### src/rtl/hwag_pkg.sv
// Shared types and defaults for the HWAG angle-triggered output channel.
//   ch_state_e  : channel FSM states (idle, armed/waiting for on-angle, output on)
//   *_DEF       : default widths for angle and max-on-time counters
package hwag_pkg;
  localparam int ANGLE_W_DEF = 24;
  localparam int TMR_W_DEF   = 24;

  typedef enum logic [1:0] {
    CH_IDLE    = 2'd0,
    CH_WAIT_ON = 2'd1,
    CH_ON      = 2'd2
  } ch_state_e;
endpackage

### src/rtl/hwag_ch_shadow.sv
// Shadow/active register pair for on-angle, off-angle and max-on-time.
// CPU writes land in the shadow set; the active set is reloaded only at safe
// points (channel idle, or armed and the angle count steps onto 0).
//   clk, rst         : clock, synchronous active-high reset
//   sh_we            : strobe loading all shadow registers
//   sh_on/off/max    : shadow write data
//   state            : current channel FSM state
//   step, acnt_zero  : angle count moved this cycle / current count is 0
//   on/off/max_act   : active values used for hit evaluation
//   upd_pending      : shadow holds data not yet transferred
module hwag_ch_shadow
  import hwag_pkg::*;
#(
  parameter int ANGLE_W = ANGLE_W_DEF,
  parameter int TMR_W   = TMR_W_DEF
) (
  input  logic               clk,
  input  logic               rst,
  input  logic               sh_we,
  input  logic [ANGLE_W-1:0] sh_on_angle,
  input  logic [ANGLE_W-1:0] sh_off_angle,
  input  logic [TMR_W-1:0]   sh_max_on,
  input  ch_state_e          state,
  input  logic               step,
  input  logic               acnt_zero,
  output logic [ANGLE_W-1:0] on_act,
  output logic [ANGLE_W-1:0] off_act,
  output logic [TMR_W-1:0]   max_act,
  output logic               upd_pending
);
  logic [ANGLE_W-1:0] on_sh, off_sh;
  logic [TMR_W-1:0]   max_sh;
  logic               xfer;

  // ON never transfers: changing the off-angle mid-pulse could skip the
  // falling edge entirely.
  assign xfer = upd_pending &&
                ((state == CH_IDLE) || (state == CH_WAIT_ON && step && acnt_zero));

  always_ff @(posedge clk) begin
    if (rst) begin
      on_sh       <= '0;
      off_sh      <= '0;
      max_sh      <= '0;
      on_act      <= '0;
      off_act     <= '0;
      max_act     <= '0;
      upd_pending <= 1'b0;
    end else begin
      // Transfer copies the pre-write shadow; a coincident write stays pending.
      if (xfer) begin
        on_act  <= on_sh;
        off_act <= off_sh;
        max_act <= max_sh;
      end
      if (sh_we) begin
        on_sh  <= sh_on_angle;
        off_sh <= sh_off_angle;
        max_sh <= sh_max_on;
      end
      upd_pending <= sh_we | (upd_pending & ~xfer);
    end
  end
endmodule

### src/rtl/hwag_angle_channel.sv
// Angle-triggered ignition/injection output channel.
// Output rises when the angle count steps onto the active on-angle and falls
// when it steps onto the off-angle or when the max-on-time expires.
//   clk, rst          : clock, synchronous active-high reset
//   hwag_start        : angle generator synchronised (level)
//   acnt              : current angle count (ACNT2)
//   ch_ena            : channel enable
//   sh_we, sh_*       : shadow register write port
//   ch_out            : registered channel output
//   upd_pending       : shadow written, not yet active
//   on_if/off_if/tmo_if : 1-cycle pulses for rise, angle fall, timeout fall
module hwag_angle_channel
  import hwag_pkg::*;
#(
  parameter int ANGLE_W = ANGLE_W_DEF,
  parameter int TMR_W   = TMR_W_DEF
) (
  input  logic               clk,
  input  logic               rst,
  input  logic               hwag_start,
  input  logic [ANGLE_W-1:0] acnt,
  input  logic               ch_ena,
  input  logic               sh_we,
  input  logic [ANGLE_W-1:0] sh_on_angle,
  input  logic [ANGLE_W-1:0] sh_off_angle,
  input  logic [TMR_W-1:0]   sh_max_on,
  output logic               ch_out,
  output logic               upd_pending,
  output logic               on_if,
  output logic               off_if,
  output logic               tmo_if
);
  ch_state_e          state, state_nxt;
  logic [ANGLE_W-1:0] acnt_q, on_act, off_act;
  logic [TMR_W-1:0]   max_act, timer;
  logic               step, on_hit, off_hit, sync_ok, tmo_hit;
  logic               on_nxt, off_nxt, tmo_nxt;

  // Events only on a changing count, so a held angle cannot retrigger.
  assign step    = (acnt != acnt_q);
  assign on_hit  = step && (acnt == on_act);
  assign off_hit = step && (acnt == off_act);
  assign sync_ok = ch_ena && hwag_start;
  // Timer is 0 on the first ON cycle, so this yields exactly max_act cycles high.
  assign tmo_hit = (max_act != '0) && (timer == max_act - TMR_W'(1));

  hwag_ch_shadow #(.ANGLE_W(ANGLE_W), .TMR_W(TMR_W)) u_shadow (
    .clk          (clk),
    .rst          (rst),
    .sh_we        (sh_we),
    .sh_on_angle  (sh_on_angle),
    .sh_off_angle (sh_off_angle),
    .sh_max_on    (sh_max_on),
    .state        (state),
    .step         (step),
    .acnt_zero    (acnt == '0),
    .on_act       (on_act),
    .off_act      (off_act),
    .max_act      (max_act),
    .upd_pending  (upd_pending)
  );

  always_comb begin
    state_nxt = state;
    on_nxt    = 1'b0;
    off_nxt   = 1'b0;
    tmo_nxt   = 1'b0;
    if (!sync_ok) begin
      // Loss of enable/sync wins over every event and is silent.
      state_nxt = CH_IDLE;
    end else begin
      case (state)
        CH_IDLE:    state_nxt = CH_WAIT_ON;
        CH_WAIT_ON: if (on_hit && (on_act != off_act)) begin
                      state_nxt = CH_ON;
                      on_nxt    = 1'b1;
                    end
        CH_ON:      if (off_hit) begin
                      state_nxt = CH_WAIT_ON;
                      off_nxt   = 1'b1;
                    end else if (tmo_hit) begin
                      state_nxt = CH_WAIT_ON;
                      tmo_nxt   = 1'b1;
                    end
        default:    state_nxt = CH_IDLE;
      endcase
    end
  end

  always_ff @(posedge clk) begin
    if (rst) begin
      state  <= CH_IDLE;
      acnt_q <= '0;
      timer  <= '0;
      ch_out <= 1'b0;
      on_if  <= 1'b0;
      off_if <= 1'b0;
      tmo_if <= 1'b0;
    end else begin
      state  <= state_nxt;
      acnt_q <= acnt;
      ch_out <= (state_nxt == CH_ON);
      on_if  <= on_nxt;
      off_if <= off_nxt;
      tmo_if <= tmo_nxt;
      if (on_nxt)
        timer <= '0;
      else if (state == CH_ON && timer != '1)
        timer <= timer + TMR_W'(1);
    end
  end
endmodule

### config.mk
export PLATFORM = sky130hd
export DESIGN_NAME = hwag_angle_channel
export DESIGN_NICKNAME = d
export VERILOG_FILES = /design/src/rtl/hwag_pkg.sv /design/src/rtl/hwag_ch_shadow.sv /design/src/rtl/hwag_angle_channel.sv
export SDC_FILE = /design/constraint.sdc
export NUM_CORES = 1
export LEC_CHECK = 0
export CAP_MARGIN = 0
export CORE_MARGIN = 2
export CORE_UTILIZATION = 51
export DETAILED_ROUTE_END_ITERATION = 6
export GPL_TIMING_DRIVEN = 0
export PLACE_DENSITY = 0.79
export SYNTH_ARGS = -nofsm -noshare
export SYNTH_HDL_FRONTEND = slang
export SYNTH_HIERARCHICAL = 1
export SYNTH_SLANG_ARGS = --single-unit
### constraint.sdc
create_clock -name clk -period 2.2 [get_ports clk]
set_clock_uncertainty 0.05 [all_clocks]
set_input_delay 0.44 -clock clk [delete_from_list [all_inputs] [get_ports clk]]
set_output_delay 0.44 -clock clk [all_outputs]
set_load 0.02 [all_outputs]
==> results.tsv <==
stage	metric	value	unit
pwr	clock share of power	0.399	
global_route	largest net degree at the start of global routing	21	
critical_path	Critical Path Most Common Cell	or4_4	
sta	Max-slew headroom	0.539	
logic_synthesis	post-synthesis async set-or-reset flop share	0	
cts	Clock Tree Root	clkbuf_16	
cells_and_area	commonest non-fill, non-tap cell in the layout	dfxtp_1	
sta	final setup violation count	4	
critical_path	CP Class	reg2reg	
cells_and_area	Storage cell area	4020	um2
logic_synthesis	number of synthesized flops with an enable pin	0	
floorplan	area of the core	18800	um2
critical_path	CP arrival	2890	ps
job	max_cap viols	0	
sta	final cycle utilization of the critical path	1.19	
route	routed vias	7620	
cells_and_area	Multi-input gate area	5660	um2
pwr	Switching Power	2.17	mW
sta	RSZ-0062 raised after global routing	yes	
cells_and_area	filler cell count	1520	
cts	CTS Buf Count	17	
outcome	outcome	finished with violations	
floorplan	die area	20400	um2
placement	GP Congestion	0.931	
sta	final worst setup slack	-409	ps
route	vias per inst	5.42	
logic_synthesis	sequential element share of the synthesized area	0.406	
sta	final hold violation count	0	
critical_path	crit-path max cell delay	590	ps
global_route	vias in the first global route	7246	
logic_synthesis	Post-Syn Instances	1026	
cts	CTS tree	done	
cells_and_area	ANT cells	0	
route	antenna-violating nets left	0	
logic_synthesis	top_reg_cell synth	dfxtp_1	
min_path	Hold WC Path Type	in2reg	
critical_path	reg2reg path depth	7	
cells_and_area	most frequent cells in the layout	181 x dfxtp_1, 147 x mux2i_1, 145 x nand2b_1, 105 x nor2_1, 85 x xnor2_1	
sta	setup TNS	-1470	ps
logic_synthesis	Yosys warnings	6	
critical_path	FF-to-FF setup slack	-410	ps
cells_and_area	share of cells above drive strength 1	0.134	
placement	placed instance count	1363	
cells_and_area	fin cells	1405	
route	number of DRC markers in iteration 0	435	
route	First-pass DRT Iterations	5	
floorplan	# IOs	106	
logic_synthesis	post-synth net total	1129	
pwr	Gate power share	0.134	
critical_path	startpoint types	flop	
placement	Detailed Place HPWL	18200	um
min_path	hold wc startpoint	acnt[3]	
sta	fmax	383	MHz
min_path	Hold Path Stages	2	
global_route	first-pass GRT wire length	38400	um
cells_and_area	area delta synth->final	23.7	%
pwr	Leak Pwr	4.69	nW
logic_synthesis	Unique masters post-synth	54	
floorplan	row count	50	
route	DRT Wirelength	24700	um
floorplan	Initial Util	0.523	
floorplan	Die Ht	143	um
min_path	Worst Hold Path EP	acnt_q[3]	
cts	CTS clk-pin slew, worst paths	80	ps
pwr	Peak VDD IR	507	uV
critical_path	crit path max fanout	5	
outcome	violated checks	negative setup slack	
critical_path	CP Cell Sequence	or4_4, or4_4, mux2_4, mux2i_1, o22ai_1, o2111ai_2, a21o_1	
global_route	Overall Global Routing Usage	0.242	
global_route	remaining global-route overflow	0	
cts	CTS H-tree lvls	4	
logic_synthesis	synthesized cell area	9810	um2
global_route	initial antenna violation count	0	
cts	clk_lat worst skew	440	ps
pwr	Pint	6.07	mW
cts	Clock Tree Buf Depth	2	
logic_synthesis	syn_area_per_cell	9.56	um2
critical_path	R2R Path Start	u_shadow/max_act[6]	
floorplan	Die X	143	um
sta	worst slew pin tran	683	ps
route	Residual DRC	0	
cts	Sink Count	199	
critical_path	Worst Path Required	2480	ps
cells_and_area	Post-layout nets	1261	
sta	fin crit period	2610	ps
cts	CTS Hold Bufs	0	
critical_path	Worst setup EP type	flop	
logic_synthesis	number of synthesized register bits	199	
sta	max-slew violation count	0	
critical_path	Critical R2R Capture	ch_out	
pwr	Sw Ratio	0.263	
critical_path	Worst path slowest cell	or4_4	
pwr	Seq pwr share	0.467	
pwr	pwr dens	679	nW/um2
route	Avg WL per Cell	17.6	um
placement	port bufs	103	
## routing by layer
layer,up-vias,GRT usage,wire [um]
li1,3729,-,-
met4,0,0.0823,438
met3,33,0.0369,1300
met2,219,0.387,11300
met1,3639,0.334,11600
met5,-,0,0
## synthesized netlist by cell type, types with 2 or more instances
cell         n  area share
dfxtp_1    199        0.41
mux2i_1    148        0.15
nand2b_1   145       0.092
nor2_1     116       0.044
xnor2_1     89       0.079
xor2_1      59       0.053
nand4_1     32       0.020
clkbuf_1    30       0.011
nor2b_1     30       0.019
nor4_1      25       0.016
nand2_1     20      0.0076
buf_2       17      0.0087
nand3_1     16      0.0082
nor3_1      16      0.0082
buf_12       7       0.014
inv_1        7      0.0027
o21ai_0      7      0.0036
or3_1        6      0.0038
a21oi_1      4      0.0020
a31oi_1      4      0.0025
and3_1       4      0.0025
a21o_1       3      0.0023
or2_2        3      0.0019
and4_1       2      0.0018
ha_1         2      0.0025
mux2_2       2      0.0023
nor4b_1      2      0.0018
o2111ai_1    2      0.0018
o22ai_1      2      0.0013
or4_1        2      0.0015
or4_4        2      0.0023
## worst max-delay path by stage
stage	cells after the start	startpoint	endpoint
final	7	u_shadow/max_act[6]	ch_out
after detailed placement	9	acnt[23]	timer[13]
after global routing	7	u_shadow/max_act[6]	ch_out
after floorplan	7	u_shadow/max_act[8]	state[1]
after global placement	9	acnt[23]	timer[14]
after CTS	7	u_shadow/max_act[6]	ch_out
## per-stage QoR
step | total power, mW | setup WS [ps] | cell area [um2] | hold slack [ps] | util
after floorplan | 4.59 | -195 | 9850 | 394 | -
after global placement | 4.97 | -1120 | 11200 | 410 | 0.596
after detailed placement | 4.99 | -1170 | 11200 | 411 | 0.596
after CTS | 8.26 | -378 | 12000 | 325 | 0.637
after global routing | 8.52 | -447 | 12100 | 317 | 0.647
final | 8.24 | -409 | 12100 | 315 | 0.647
## cell families after synthesis
logic type	Yosys count	share of synthesized area
AO/OA/AOI/OAI	34	0.0250
XOR/XNOR	148	0.132
adder cells (fa/ha/maj)	2	0.00255
buffers and inverters	63	0.0390
flip-flops	199	0.406
multiplexers	150	0.153
AND/OR/NAND/NOR	430	0.242
## critical path: cells and delay by family, from the launching register on
| family | cells | cell delay [ps] |
|---|---|---|
| simple gates | 2 | 1170 |
| compound gates | 3 | 650 |
| flops | 1 | 350 |
| mux | 2 | 280 |
## power by group through the flow
stage	combinational, mW	clock, mW	sequential, mW
global route	1.20	3.46	3.86
finish	1.10	3.29	3.85
CTS	1.08	3.34	3.84
detailed placement	1.06	0	3.93
floorplan	0.694	0	3.89
global placement	1.04	0	3.93
## timing repair
action                     in CTS  in global routing
setup endpoints to repair     102                101
pin swaps                      14                 15
resized for setup              72                 50
cloned                          0                  2
setup buffers                  11                  4
## flip-flops by register name, indices dropped and copies added, names as in the netlist, 2 cells and up
register          count
u_shadow/max_act     24
u_shadow/max_sh      24
state                 2
u_shadow/off_sh      24
u_shadow/off_act     24
u_shadow/on_sh       24
acnt_q               24
u_shadow/on_act      24
timer                24
## layout make-up
type,count,share of cell area
well taps,234,0.0241
clock buffers,17,0.0351
flip-flops and latches,199,0.331
inverters,7,0.00217
clock inverters,15,0.0167
repair buffers,120,0.0963
multi-input cells,764,0.466
plain buffers,49,0.0285
(Power assumes the default switching activity.)
